### src/rtl/bus_probe_pkg.sv
// Shared types for the bus probe: display-mode encoding and mode sequencing.
package bus_probe_pkg;

  typedef enum logic [1:0] {
    CUR_ADDR = 2'd0,
    CUR_DATA = 2'd1,
    WR_ADDR  = 2'd2,
    WR_DATA  = 2'd3
  } mode_t;

  localparam int unsigned CNT_W = 16;

  // Mode cycle order, wrapping from the last mode back to the first
  function automatic mode_t next_mode(input mode_t m);
    case (m)
      CUR_ADDR: next_mode = CUR_DATA;
      CUR_DATA: next_mode = WR_ADDR;
      WR_ADDR:  next_mode = WR_DATA;
      default:  next_mode = CUR_ADDR;
    endcase
  endfunction

endpackage

### src/rtl/bus_probe_debounce.sv
// Button conditioner: 2-flop synchronizer, debouncer and rising-edge detector.
// The accepted level flips after the synchronized input has differed from it
// for DEBOUNCE_CYCLES consecutive cycles; press_o pulses for one cycle on a
// 0->1 acceptance.
module debounce
  import bus_probe_pkg::*;
#(
  parameter int unsigned DEBOUNCE_CYCLES = 50000
) (
  input  logic clk,
  input  logic rst,
  input  logic btn_i,
  output logic press_o
);

  localparam logic [CNT_W-1:0] LAST = CNT_W'(DEBOUNCE_CYCLES - 1);

  logic             sync1_q, sync2_q;
  logic             level_q, level_d;
  logic             press_q, press_d;
  logic [CNT_W-1:0] cnt_q, cnt_d;

  // Synchronizer, counter, accepted level and press pulse registers
  always_ff @(posedge clk or posedge rst) begin
    if (rst) begin
      sync1_q <= 1'b0;
      sync2_q <= 1'b0;
      level_q <= 1'b0;
      press_q <= 1'b0;
      cnt_q   <= '0;
    end else begin
      sync1_q <= btn_i;
      sync2_q <= sync1_q;
      level_q <= level_d;
      press_q <= press_d;
      cnt_q   <= cnt_d;
    end
  end

  // Count consecutive disagreeing cycles; any agreement restarts the count
  always_comb begin
    level_d = level_q;
    press_d = 1'b0;
    cnt_d   = '0;
    if (sync2_q != level_q) begin
      if (cnt_q == LAST) begin
        level_d = sync2_q;
        press_d = sync2_q;
      end else begin
        cnt_d = cnt_q + 1'b1;
      end
    end
  end

  assign press_o = press_q;

endmodule

### src/rtl/bus_probe.sv
// Bus probe: captures CPU bus cycles and presents one capture register on a
// 16-bit display value selected by a button-driven mode FSM; a second button
// freezes capture. Optional macro BUS_PROBE_MATCH_EN adds auto-hold when a
// captured bus cycle hits match_addr.
module bus_probe
  import bus_probe_pkg::*;
#(
  parameter int unsigned DEBOUNCE_CYCLES = 50000
) (
  input  logic        clk,
  input  logic        reset,
  input  logic [15:0] addr,
  input  logic [7:0]  din,
  input  logic [7:0]  dout,
  input  logic        rnw,
  input  logic        bus_valid,
  input  logic        btn_mode,
  input  logic        btn_hold,
  input  logic [15:0] match_addr,
  output logic [15:0] data,
  output logic [1:0]  mode,
  output logic        held
);

  logic        mode_press, hold_press;
  mode_t       mode_q, mode_d;
  logic        held_q, held_d;
  logic        cap;
  logic [15:0] cur_addr_q, cur_data_q, wr_addr_q, wr_data_q;
  logic [15:0] data_q, data_d;

  debounce #(.DEBOUNCE_CYCLES(DEBOUNCE_CYCLES)) u_db_mode (
    .clk    (clk),
    .rst    (reset),
    .btn_i  (btn_mode),
    .press_o(mode_press)
  );

  debounce #(.DEBOUNCE_CYCLES(DEBOUNCE_CYCLES)) u_db_hold (
    .clk    (clk),
    .rst    (reset),
    .btn_i  (btn_hold),
    .press_o(hold_press)
  );

  // Mode and hold state registers
  always_ff @(posedge clk or posedge reset) begin
    if (reset) begin
      mode_q <= CUR_ADDR;
      held_q <= 1'b0;
    end else begin
      mode_q <= mode_d;
      held_q <= held_d;
    end
  end

  // Next mode/hold; capture uses the pre-update held so a hold taking effect
  // this cycle still captures and a release this cycle does not
  always_comb begin
    mode_d = mode_q;
    held_d = held_q;
    cap    = bus_valid && !held_q;
    if (mode_press) mode_d = next_mode(mode_q);
    if (hold_press) held_d = !held_q;
`ifdef BUS_PROBE_MATCH_EN
    if (cap && (addr == match_addr)) held_d = 1'b1;
`endif
  end

`ifndef BUS_PROBE_MATCH_EN
  logic unused_match;
  assign unused_match = ^match_addr;
`endif

  // Capture registers for the last bus cycle and the last write cycle
  always_ff @(posedge clk or posedge reset) begin
    if (reset) begin
      cur_addr_q <= '0;
      cur_data_q <= '0;
      wr_addr_q  <= '0;
      wr_data_q  <= '0;
    end else if (cap) begin
      cur_addr_q <= addr;
      cur_data_q <= {8'h00, rnw ? din : dout};
      if (!rnw) begin
        wr_addr_q <= addr;
        wr_data_q <= {8'h00, dout};
      end
    end
  end

  // Select the capture register shown in the current mode
  always_comb begin
    data_d = cur_addr_q;
    case (mode_q)
      CUR_ADDR: data_d = cur_addr_q;
      CUR_DATA: data_d = cur_data_q;
      WR_ADDR:  data_d = wr_addr_q;
      WR_DATA:  data_d = wr_data_q;
      default:  data_d = cur_addr_q;
    endcase
  end

  // Registered display value
  always_ff @(posedge clk or posedge reset) begin
    if (reset) data_q <= '0;
    else       data_q <= data_d;
  end

  assign data = data_q;
  assign mode = mode_q;
  assign held = held_q;

endmodule

### config.mk
export PLATFORM = sky130hd
export DESIGN_NAME = bus_probe
export DESIGN_NICKNAME = d
export VERILOG_FILES = /design/src/rtl/bus_probe_pkg.sv /design/src/rtl/bus_probe_debounce.sv /design/src/rtl/bus_probe.sv
export SDC_FILE = /design/constraint.sdc
export NUM_CORES = 1
export LEC_CHECK = 0
export ABC_AREA = 0
export ABC_CLOCK_PERIOD_IN_PS = 2000
export CAP_MARGIN = 40
export CORE_UTILIZATION = 48
export DETAILED_ROUTE_END_ITERATION = 12
export PLACE_DENSITY = 0.75
export SETUP_SLACK_MARGIN = 0.3
export SLEW_MARGIN = 15
export SYNTH_ARGS = -nofsm -noshare
export SYNTH_HDL_FRONTEND = slang
export SYNTH_HIERARCHICAL = 1
export SYNTH_SLANG_ARGS = --single-unit
### constraint.sdc
create_clock -name clk -period 2 [get_ports clk]
set_clock_uncertainty 0.05 [all_clocks]
set_input_delay 0.3 -clock clk [delete_from_list [all_inputs] [get_ports clk]]
set_output_delay 0.3 -clock clk [all_outputs]
set_load 0.01 [all_outputs]
==> results.json, run 1 <==
{
  "cts_max_level": 3,
  "grt_antenna_before_repair": 0,
  "final_area_sq_um": 5720,
  "via_per_inst": 5.15,
  "first_pass_iters": 6,
  "powerDensity_nw_per_um2": 724,
  "cts_buffers": 9,
  "synth_cell_types": 33,
  "drt_iter0_drc": 85,
  "final_util": 0.613,
  "fin_cells": 577,
  "fin_crit_ns": 1.65,
  "ys_warn_count": 6,
  "max_freq_ghz": 0.608,
  "die_x_um": 101,
  "insertion_delay_ns": 0.37,
  "post_dp_cell_area_sq_um": 5440,
  "die_y_um": 101,
  "syn_area_per_cell_sq_um": 12.5,
  "cts.reportedPaths.clkPinSlew_ns": 0.10,
  "syn_area_sq_um": 4660,
  "ys_ff_latch": 107,
  "fp-row-count": 35,
  "relSlewSlack": 0.729,
  "synthCells": 372,
  "grt_max_degree": 31,
  "clockBufferDepth": 2,
  "drv_cap": 0,
  "ys_seq_area_frac": 0.575,
  "antenna_cells": 0,
  "grt_pass1_wl_um": 14200,
  "postCtsHoldBufs": 0,
  "num_vias": 2973,
  "cp-start-kind": "flop",
  "finalHoldViolCount": 0,
  "hpwl_um": 5730,
  "drc": 0,
  "initial_core_util": 0.499,
  "core_sq_um": 9330,
  "dp_cells": 554,
  "grt_overflow": 0,
  "port_buffers": 56,
  "power_leakage_nw": 2.46,
  "synthesis.nets": 432,
  "setup_viol": 0,
  "final_antenna_net_count": 0,
  "root_buffer": "clkbuf_8",
  "cts.sinks": 107,
  "crit_required_ns": 2.25,
  "worst_slew_pin_slew_ns": 0.407,
  "cts_tree": "built",
  "routabilityCongestion": 0.734,
  "slew_violations": 0,
  "arrival_ns": 1.89,
  "outcome": "finished clean",
  "finalCritPeriodShare": 0.823,
  "grt_usage": 0.183,
  "final_layout_size_suffix_gt1_frac": 0.241,
  "wirelength_um": 8490,
  "grt_pass1_vias": 3077,
  "wire_per_inst_um": 14.7,
  "hp-class": "input port to async pin",
  "max-vdd-ir-drop_mv": 0.342,
  "fin_tns_setup_ns": 0,
  "end_kind": "flop",
  "rsz0062_at_grt": "true",
  "syn2layout_area_growth_pct": 22.7,
  "io_pins": 73,
  "nets": 503,
  "die_area_sq_um": 10100,
  "cp_max_fo": 5,
  "critical_path_class": "flop to flop"
}
cells in the mapped netlist:
cell      count  share of area
and3_1        4         0.0054
nand3_1       8         0.0086
or4_1         2         0.0032
mux2_1        4         0.0097
buf_6         3         0.0073
xor2_1        7          0.013
nor4_1        6         0.0081
mux2i_1       9          0.019
nand2_1      21          0.017
buf_2         7         0.0075
nor4b_1       2         0.0038
o21ai_0       9         0.0097
nor2b_1       1         0.0013
or3_1         2         0.0027
inv_1        21          0.017
xnor2_1      22          0.041
nor3b_4       1         0.0040
o31ai_1       2         0.0032
nor4bb_1      4         0.0086
nand3_2       2         0.0043
nand2_4       2         0.0048
nand4_1       4         0.0054
mux2_2       54           0.13
nor3b_1       2         0.0032
a21oi_1       2         0.0021
nor3_1        8         0.0086
nor2_1       32          0.026
nand4_2       4          0.011
dfrtp_1     107           0.57
a222oi_1      8          0.017
clkbuf_1      5         0.0040
ha_1          6          0.016
o21bai_1      1         0.0016
through the flow:
| step | hold slack (ns) | power [mW] | setup slack, ns |
|---|---|---|---|
| floorplan | 0.214 | 2.70 | 0.420 |
| global placement | 0.284 | 2.91 | 0.131 |
| detailed placement | 0.285 | 2.93 | 0.129 |
| CTS | 0.287 | 4.20 | 0.326 |
| global route | 0.292 | 4.35 | 0.252 |
| finish | 0.295 | 4.14 | 0.354 |
metal layers:
metal | wire length, um | global-route usage
met1 | 3910 | 0.237
met4 | 141 | 0.0892
met5 | 0 | 0
met3 | 266 | 0.0312
met2 | 4180 | 0.299
area by class of cell:
class	instances	area [sq um]
clock buffers	9	124
clock inverters	7	67.6
fillers	749	3610
inverters	21	82.6
multi-input cells	229	1850
flip-flops and latches	107	2680
well taps	129	161
repair buffers	75	751
layout by cell type, fill, tap and decap left out, types with 3 or more instances in the layout:
master,instances
and3_1,4
dfrtp_1,103
nand2_1,21
o21ai_0,9
nor4bb_1,3
inv_8,3
xnor2_1,22
buf_12,4
a222oi_1,8
mux2_1,4
nor2_1,32
mux2i_1,9
nand4_1,4
inv_1,20
dfrtp_2,4
nand3_1,7
xor2_1,7
mux2_2,54
ha_1,6
clkdlybuf4s50_1,54
clkbuf_8,9
buf_4,15
nor3_1,8
nand3_2,3
nand4_2,3
nor4_1,5
flip-flops by register name (all words and copies together) (netlist names):
| register | count |
|---|---|
| u_db_hold/sync2_q | 1 |
| u_db_mode/press_o | 1 |
| u_db_mode/sync1_q | 1 |
| wr_addr_q | 16 |
| u_db_hold/level_q | 1 |
| u_db_hold/press_o | 1 |
| data | 16 |
| u_db_hold/sync1_q | 1 |
| held | 1 |
| u_db_mode/sync2_q | 1 |
| wr_data_q | 8 |
| u_db_mode/level_q | 1 |
| u_db_mode/cnt_q | 16 |
| mode | 2 |
| u_db_hold/cnt_q | 16 |
| cur_addr_q | 16 |
| cur_data_q | 8 |
critical path: stages, from the launching register on:
cell and delay (ns):
dfrtp_1 0.41, nand4_2 0.18, or3_1 0.39, or4_1 0.40, a21oi_1 0.15
power breakdown:
part | internal [mW] | switching [mW] | total [mW]
logic | 0.284 | 0.181 | 0.465
clock network | 0.488 | 0.771 | 1.26
registers | 2.33 | 0.0833 | 2.41
logic make-up (layout without fill, tap and decap cells):
| family | Yosys count | count (layout) | share of synthesized area |
|---|---|---|---|
| buffers and inverters | 36 | 112 | 0.0357 |
| xor gates and xnor gates | 29 | 29 | 0.0545 |
| adders and majority gates | 6 | 6 | 0.0161 |
| DFF | 107 | 107 | 0.575 |
| and+or+nand+nor | 105 | 105 | 0.125 |
| AOI/OAI and AO/OA | 22 | 22 | 0.0338 |
| muxes | 67 | 67 | 0.160 |
timing repair:
action / CTS / global route
setup buffers: 1 / 6
gates resized for setup: 5 / 6
endpoints found under the setup margin: 5 / 18
path summary, 6_finish.rpt:
| check | slack, ns | cells past startpoint | from | end |
|---|---|---|---|---|
| worst max register to register | 0.35 | 4 | u_db_hold/cnt_q[10]$_DFF_PP0_ | u_db_hold/cnt_q[14]$_DFF_PP0_ |
| min in group clk | 0.31 | 0 | u_db_hold/sync1_q$_DFF_PP0_ | u_db_hold/sync2_q$_DFF_PP0_ |
| worst min register to register | 0.31 | 0 | u_db_hold/sync1_q$_DFF_PP0_ | u_db_hold/sync2_q$_DFF_PP0_ |
| worst min-delay path | 0.29 | 2 | reset | mode[1]$_DFFE_PP0P_ |
| worst max-delay path | 0.35 | 4 | u_db_hold/cnt_q[10]$_DFF_PP0_ | u_db_hold/cnt_q[14]$_DFF_PP0_ |
| max in group asynchronous | 1.15 | 3 | reset | cur_addr_q[15]$_DFFE_PP0P_ |
Note: power is estimated with default switching activity, not from simulation.
==> run 2: changes to the inputs <==
--- a/config.mk
+++ b/config.mk
@@ -6,7 +6,7 @@
 export NUM_CORES = 1
 export LEC_CHECK = 0
 export ABC_AREA = 0
-export ABC_CLOCK_PERIOD_IN_PS = 2000
+export ABC_CLOCK_PERIOD_IN_PS = 1500
 export CAP_MARGIN = 40
 export CORE_UTILIZATION = 48
 export DETAILED_ROUTE_END_ITERATION = 12
==> constraint.sdc (replaced) <==
create_clock -name clk -period 1.5 [get_ports clk]
set_clock_uncertainty 0.05 [all_clocks]
set_input_delay 0.225 -clock clk [delete_from_list [all_inputs] [get_ports clk]]
set_output_delay 0.225 -clock clk [all_outputs]
set_load 0.01 [all_outputs]
==> run 2 against run 1 <==
Effect of this change:
- the flow now finishes with violations (negative setup slack)
- worst hold slack got worse by 0.074 ns
- sequential share of layout area fell by 9.8 points
- setup slack got worse by 0.48 ns
- wire length rose by 55%
- sequential cell count did not move
- fmax rose by 0.94%
- non-clock buffer count rose by 74
- design area rose by 26%
- critical path type unchanged
- sequential power rose by 35%
- utilization rose by 16 points
- register-to-register slack got worse by 0.48 ns
- global-route usage rose by 6.3 points
==> results.json, run 2 (synthesized netlist as in run 1, its figures left out) <==
{
  "grt_usage": 0.246,
  "wirelength_um": 13200,
  "nets": 579,
  "critical_path_class": "flop to flop",
  "total_power_mw": 5.94,
  "cp_max_fo": 5,
  "cts_buffers": 9,
  "fin_crit_ns": 1.63,
  "cp_top_family": "flip-flops",
  "port_buffers": 56,
  "grt_overflow": 0,
  "slew_violations": 0,
  "die_area_sq_um": 10100,
  "switching_share": 0.251,
  "comb_power_share": 0.144,
  "met1_usage": 0.290,
  "cp_slowest_cell": "dfrtp_1",
  "die_x_um": 101,
  "p_switching_mw": 1.49,
  "first_pass_iters": 4,
  "die_y_um": 101,
  "finalCritPeriodShare": 1.09,
  "grt_max_degree": 68,
  "via_per_inst": 5.43,
  "drc": 0,
  "cts.sinks": 107,
  "use_met2": 0.437,
  "antenna_cells": 0,
  "seqCellArea_sq_um": 2680,
  "drv_cap": 0,
  "setup_viol": 56,
  "layout_commonest_cell": "dfrtp_1",
  "violations": "negative setup slack",
  "cp-start-kind": "flop",
  "hp-class": "input port to flop",
  "routabilityCongestion": 0.742,
  "rsz0062_at_grt": "true",
  "crit_buf_inv": 2,
  "final_antenna_net_count": 0,
  "crit_path_cell_trace": "buf_6 > ha_4 > buf_4 > a222oi_1 > mux2i_1",
  "multi_input_area_sq_um": 2530,
  "num_vias": 3547,
  "sequentialPowerShare": 0.549,
  "relSlewSlack": 0.632,
  "final_cell_mix": "dfrtp_1, buf_4, mux2_4, clkdlybuf4s50_1, buf_6",
  "worst_slew_pin_slew_ns": 0.551,
  "hpwl_um": 6530,
  "grt_pass1_vias": 3709,
  "crit_required_ns": 1.69,
  "grt_pass1_wl_um": 18700,
  "cts.reportedPaths.clkPinSlew_ns": 0.10,
  "wire_per_inst_um": 20.2,
  "dpl_worst_slack_ns": -0.306,
  "powerDensity_nw_per_um2": 823,
  "outcome": "finished, violations left",
  "insertion_delay_ns": 0.39,
  "finalHoldViolCount": 0,
  "finalWorstSetupSlack_ns": -0.131,
  "cts_tree": "built",
  "cts_max_level": 3,
  "top_usage_layer": "met2",
  "grtUsageMet3": 0.0548,
  "max-vdd-ir-drop_mv": 0.458,
  "arrival_ns": 1.82,
  "clockBufferDepth": 2,
  "cpPeakStageDelay_ns": 0.41,
  "pwr-share-clk": 0.307,
  "io_pins": 73,
  "initial_core_util": 0.499,
  "core_sq_um": 9330,
  "intPower_mw": 4.45,
  "fp-row-count": 35,
  "drt_iter0_drc": 134,
  "power_leakage_nw": 3.28,
  "grt_antenna_before_repair": 0,
  "max_freq_ghz": 0.613,
  "end_kind": "flop",
  "nFillCells": 518,
  "final_layout_size_suffix_gt1_frac": 0.521,
  "root_buffer": "clkbuf_8",
  "syn2layout_area_growth_pct": 55.0
}
[run 2: changes by cell type in the layout (fill, tap and decap cells not counted), sizes merged]
cell | previous run | this run
dlygate4sd2 | 2 | 1
buf | 19 | 110
clkbuf | 9 | 11
bufinv | 0 | 1
inv | 24 | 21
clkdlybuf4s50 | 54 | 36
bufbuf | 0 | 1
nand2 | 23 | 25
clkinvlp | 2 | 3
[run 2: worst register-to-register path, stage by stage (launching register included)]
cell,delay [ns]
dfrtp_1,0.41
buf_6,0.14
ha_4,0.16
buf_4,0.16
a222oi_1,0.39
mux2i_1,0.17
[run 2: area by class of cell]
cell class / instances / share of cell area
well taps: 129 / 0.0223
flip-flops and latches: 107 / 0.372
repair buffers: 149 / 0.215
clock buffers: 10 / 0.0191
clock inverters: 6 / 0.00884
inverters: 21 / 0.0128
multi-input cells: 231 / 0.351
[run 2: power groups by stage]
| stage | Sequential, mW | Combinational, mW | Clock, mW |
|---|---|---|---|
| finish | 3.26 | 0.853 | 1.82 |
| floorplan | 3.28 | 0.448 | 0 |
| detailed placement | 3.29 | 0.758 | 0 |
| global placement | 3.28 | 0.737 | 0 |
| CTS | 3.24 | 0.785 | 1.86 |
| global route | 3.28 | 0.910 | 1.97 |
[run 2: final timing paths]
check,startpoint,to,slack (ns),cells past startpoint
max in group asynchronous,reset,held$_DFFE_PP0P_,0.76,3
min in group asynchronous,reset,u_db_mode/cnt_q[2]$_DFF_PP0_,0.28,3
setup / recovery,mode[0]$_DFFE_PP0P_,data[3]$_DFF_PP0_,-0.13,5
hold / removal,btn_mode,u_db_mode/sync1_q$_DFF_PP0_,0.22,1
hold reg to reg,u_db_hold/sync1_q$_DFF_PP0_,u_db_hold/sync2_q$_DFF_PP0_,0.31,0
setup reg to reg,mode[0]$_DFFE_PP0P_,data[3]$_DFF_PP0_,-0.13,5
[run 2: timing repair]
item,4_1_cts,5_1_grt
gates resized for setup,141,75
setup endpoints to repair,120,108
setup buffers,24,20
pin swaps,27,27
cloned,8,2
hold buffers,0,0
[run 2: stage by stage]
step           TNS, ns  hold slack [ns]  utilization  cells  instance area, sq um
2_1_floorplan   -0.507            0.139            -    372                  4930
4_1_cts         -0.732            0.214        0.713    631                  6650
5_1_grt          -5.98            0.210        0.774    653                  7220
3_3_place_gp    -11.11            0.285        0.629    583                  5860
3_5_place_dp    -12.57            0.292        0.629    583                  5860
6_report         -2.46            0.220        0.774    653                  7220
[run 2: per-layer routing]
metal  up-vias  part of all wire
li1       1595                 -
met1      1805              0.39
met2       112              0.53
met3        35             0.050
met4         0             0.029
met5         -                 0
==> run 3: changes to the inputs <==
--- a/config.mk
+++ b/config.mk
@@ -6,11 +6,11 @@
 export NUM_CORES = 1
 export LEC_CHECK = 0
 export ABC_AREA = 0
-export ABC_CLOCK_PERIOD_IN_PS = 1500
+export ABC_CLOCK_PERIOD_IN_PS = 2100
 export CAP_MARGIN = 40
-export CORE_UTILIZATION = 48
+export CORE_UTILIZATION = 49
 export DETAILED_ROUTE_END_ITERATION = 12
-export PLACE_DENSITY = 0.75
+export PLACE_DENSITY = 0.74
 export SETUP_SLACK_MARGIN = 0.3
 export SLEW_MARGIN = 15
 export SYNTH_ARGS = -nofsm -noshare
==> constraint.sdc (replaced) <==
create_clock -name clk -period 2.1 [get_ports clk]
set_clock_uncertainty 0.05 [all_clocks]
set_input_delay 0.315 -clock clk [delete_from_list [all_inputs] [get_ports clk]]
set_output_delay 0.315 -clock clk [all_outputs]
set_load 0.01 [all_outputs]
==> run 3 against run 2 <==
Effect of this change:
- the run now ends clean
- clock-buffer cell count is 1 higher
- final cell count decreased by 13%
- global-route usage decreased by 6.3 points
- via count decreased by 17%
- register-to-register slack improved by 0.53 ns
- wire length shrank 37%
- highest routed layer unchanged
==> results.json, run 3 (synthesized netlist as in run 1, its figures left out) <==
{
  "crit_buf_inv": 1,
  "critical_path_class": "flop to primary output",
  "layout_commonest_cell": "dfrtp_1",
  "cp_top_family": "buffers and inverters",
  "outcome": "finished clean",
  "comb_power_share": 0.107,
  "grt_max_degree": 32,
  "die_y_um": 99.5,
  "hp-class": "input port to async pin",
  "grt_usage": 0.183,
  "clockBufferDepth": 2,
  "cp-start-kind": "flop",
  "io_pins": 73,
  "drc": 0,
  "cts_buffers": 9,
  "worstReg2RegStart": "u_db_mode/cnt_q[7]$_DFF_PP0_",
  "pwr-share-clk": 0.332,
  "wire_per_inst_um": 14.7,
  "insertion_delay_ns": 0.36,
  "final_antenna_net_count": 0,
  "grt_antenna_before_repair": 0,
  "switching_share": 0.227,
  "final_cell_mix": "dfrtp_1, clkdlybuf4s50_1, mux2_2, nor2_1, xnor2_1",
  "die_area_sq_um": 9900,
  "cts.sinks": 107,
  "antenna_cells": 0,
  "p_switching_mw": 0.930,
  "initial_core_util": 0.504,
  "worst_slew_pin_slew_ns": 0.412,
  "routabilityCongestion": 0.751,
  "grt_overflow": 0,
  "worstRegToRegCells": 4,
  "cts.reportedPaths.clkPinSlew_ns": 0.10,
  "cp_slowest_cell": "clkdlybuf4s50_1",
  "crit_path_cell_trace": "clkdlybuf4s50_1",
  "finalHoldViolCount": 0,
  "power_leakage_nw": 2.39,
  "drv_cap": 0,
  "final_layout_size_suffix_gt1_frac": 0.212,
  "port_buffers": 56,
  "hpwl_um": 5620,
  "first_pass_iters": 4,
  "grt_pass1_wl_um": 14200,
  "arrival_ns": 1.38,
  "max_freq_ghz": 0.572,
  "core_sq_um": 9240,
  "fp-row-count": 35,
  "max-vdd-ir-drop_mv": 0.283,
  "cp_max_fo": 4,
  "rsz0062_at_grt": "true",
  "relSlewSlack": 0.725,
  "startpoint": "held$_DFFE_PP0P_",
  "intPower_mw": 3.17,
  "drt_iter0_drc": 79,
  "sequentialPowerShare": 0.561,
  "die_x_um": 99.5,
  "postCtsHoldBufs": 0,
  "syn2layout_area_growth_pct": 21.0,
  "path_depth": 1,
  "root_buffer": "clkbuf_8",
  "via_per_inst": 5.20,
  "final_util": 0.610,
  "nets": 494,
  "fin_tns_setup_ns": 0,
  "num_vias": 2951,
  "finalCritPeriodShare": 0.832,
  "powerDensity_nw_per_um2": 727,
  "crit_required_ns": 1.74,
  "cpPeakStageDelay_ns": 0.57,
  "end_kind": "primary output",
  "cts_max_level": 3,
  "cts_tree": "built",
  "grt_pass1_vias": 2968,
  "wirelength_um": 8350,
  "fin_crit_ns": 1.75,
  "slew_violations": 0,
  "setup_viol": 0
}
==> run 3: changes by cell type in the layout (fill, tap and decap cells not counted), moves of 7 or more <==
| cell | delta |
|---|---|
| o21ai_0 | +8 |
| nand2_1 | +9 |
| buf_6 | -28 |
| clkdlybuf4s50_1 | +20 |
| nand2_2 | -7 |
| mux2_4 | -50 |
| mux2_2 | +46 |
| nor2_2 | -8 |
| nor2_1 | +14 |
| buf_2 | -14 |
| nor3_1 | +7 |
| buf_4 | -46 |
==> run 3: path summary, 6_finish.rpt <==
kind	endpoint	slack, ns
setup / recovery	held	0.35
hold / removal	wr_addr_q[15]$_DFFE_PP0P_	0.27
setup reg to reg	u_db_mode/cnt_q[14]$_DFF_PP0_	0.40
hold reg to reg	u_db_hold/sync2_q$_DFF_PP0_	0.31
max in group asynchronous	data[11]$_DFF_PP0_	1.12
min in group clk	u_db_hold/sync2_q$_DFF_PP0_	0.31
==> run 3: power groups by stage <==
stage                     registers [mW]  clock network, mW  logic [mW]
after floorplan                     2.34                  0       0.234
after global placement              2.33                  0       0.430
after detailed placement            2.34                  0       0.444
after CTS                           2.30               1.40       0.446
after global routing                2.32               1.47       0.482
final                               2.30               1.36       0.439
==> run 3: layout make-up <==
cell class / instances / area (sq um)
inverter: 21 / 82.6
clock buffer: 11 / 131
timing repair buffer: 66 / 673
multi-input combinational: 229 / 1820
fill: 748 / 3610
sequential: 107 / 2680
tap: 129 / 161
clock inverter: 5 / 85.1
==> run 3: per-layer routing <==
| layer | share of wire | GRT usage |
|---|---|---|
| met5 | 0 | 0 |
| met4 | 0.0073 | 0.0419 |
| met3 | 0.043 | 0.0478 |
| met2 | 0.49 | 0.312 |
| met1 | 0.46 | 0.235 |
==> run 3: through the flow <==
step	worst slack, ns	cells	hold slack (ns)	area, sq um	power, mW
after floorplan	0.520	372	0.229	4660	2.57
after global placement	0.152	550	0.282	5400	2.76
after detailed placement	0.132	550	0.286	5400	2.78
after CTS	0.335	566	0.280	5610	4.14
after global routing	0.295	568	0.297	5630	4.27
final	0.353	568	0.275	5630	4.10
==> run 3: repair_timing <==
item / 4_1_cts / 5_1_grt
resized for setup: 1 / 3
pin swaps: 0 / 0
setup buffers: 0 / 2
setup endpoints to repair: 1 / 5
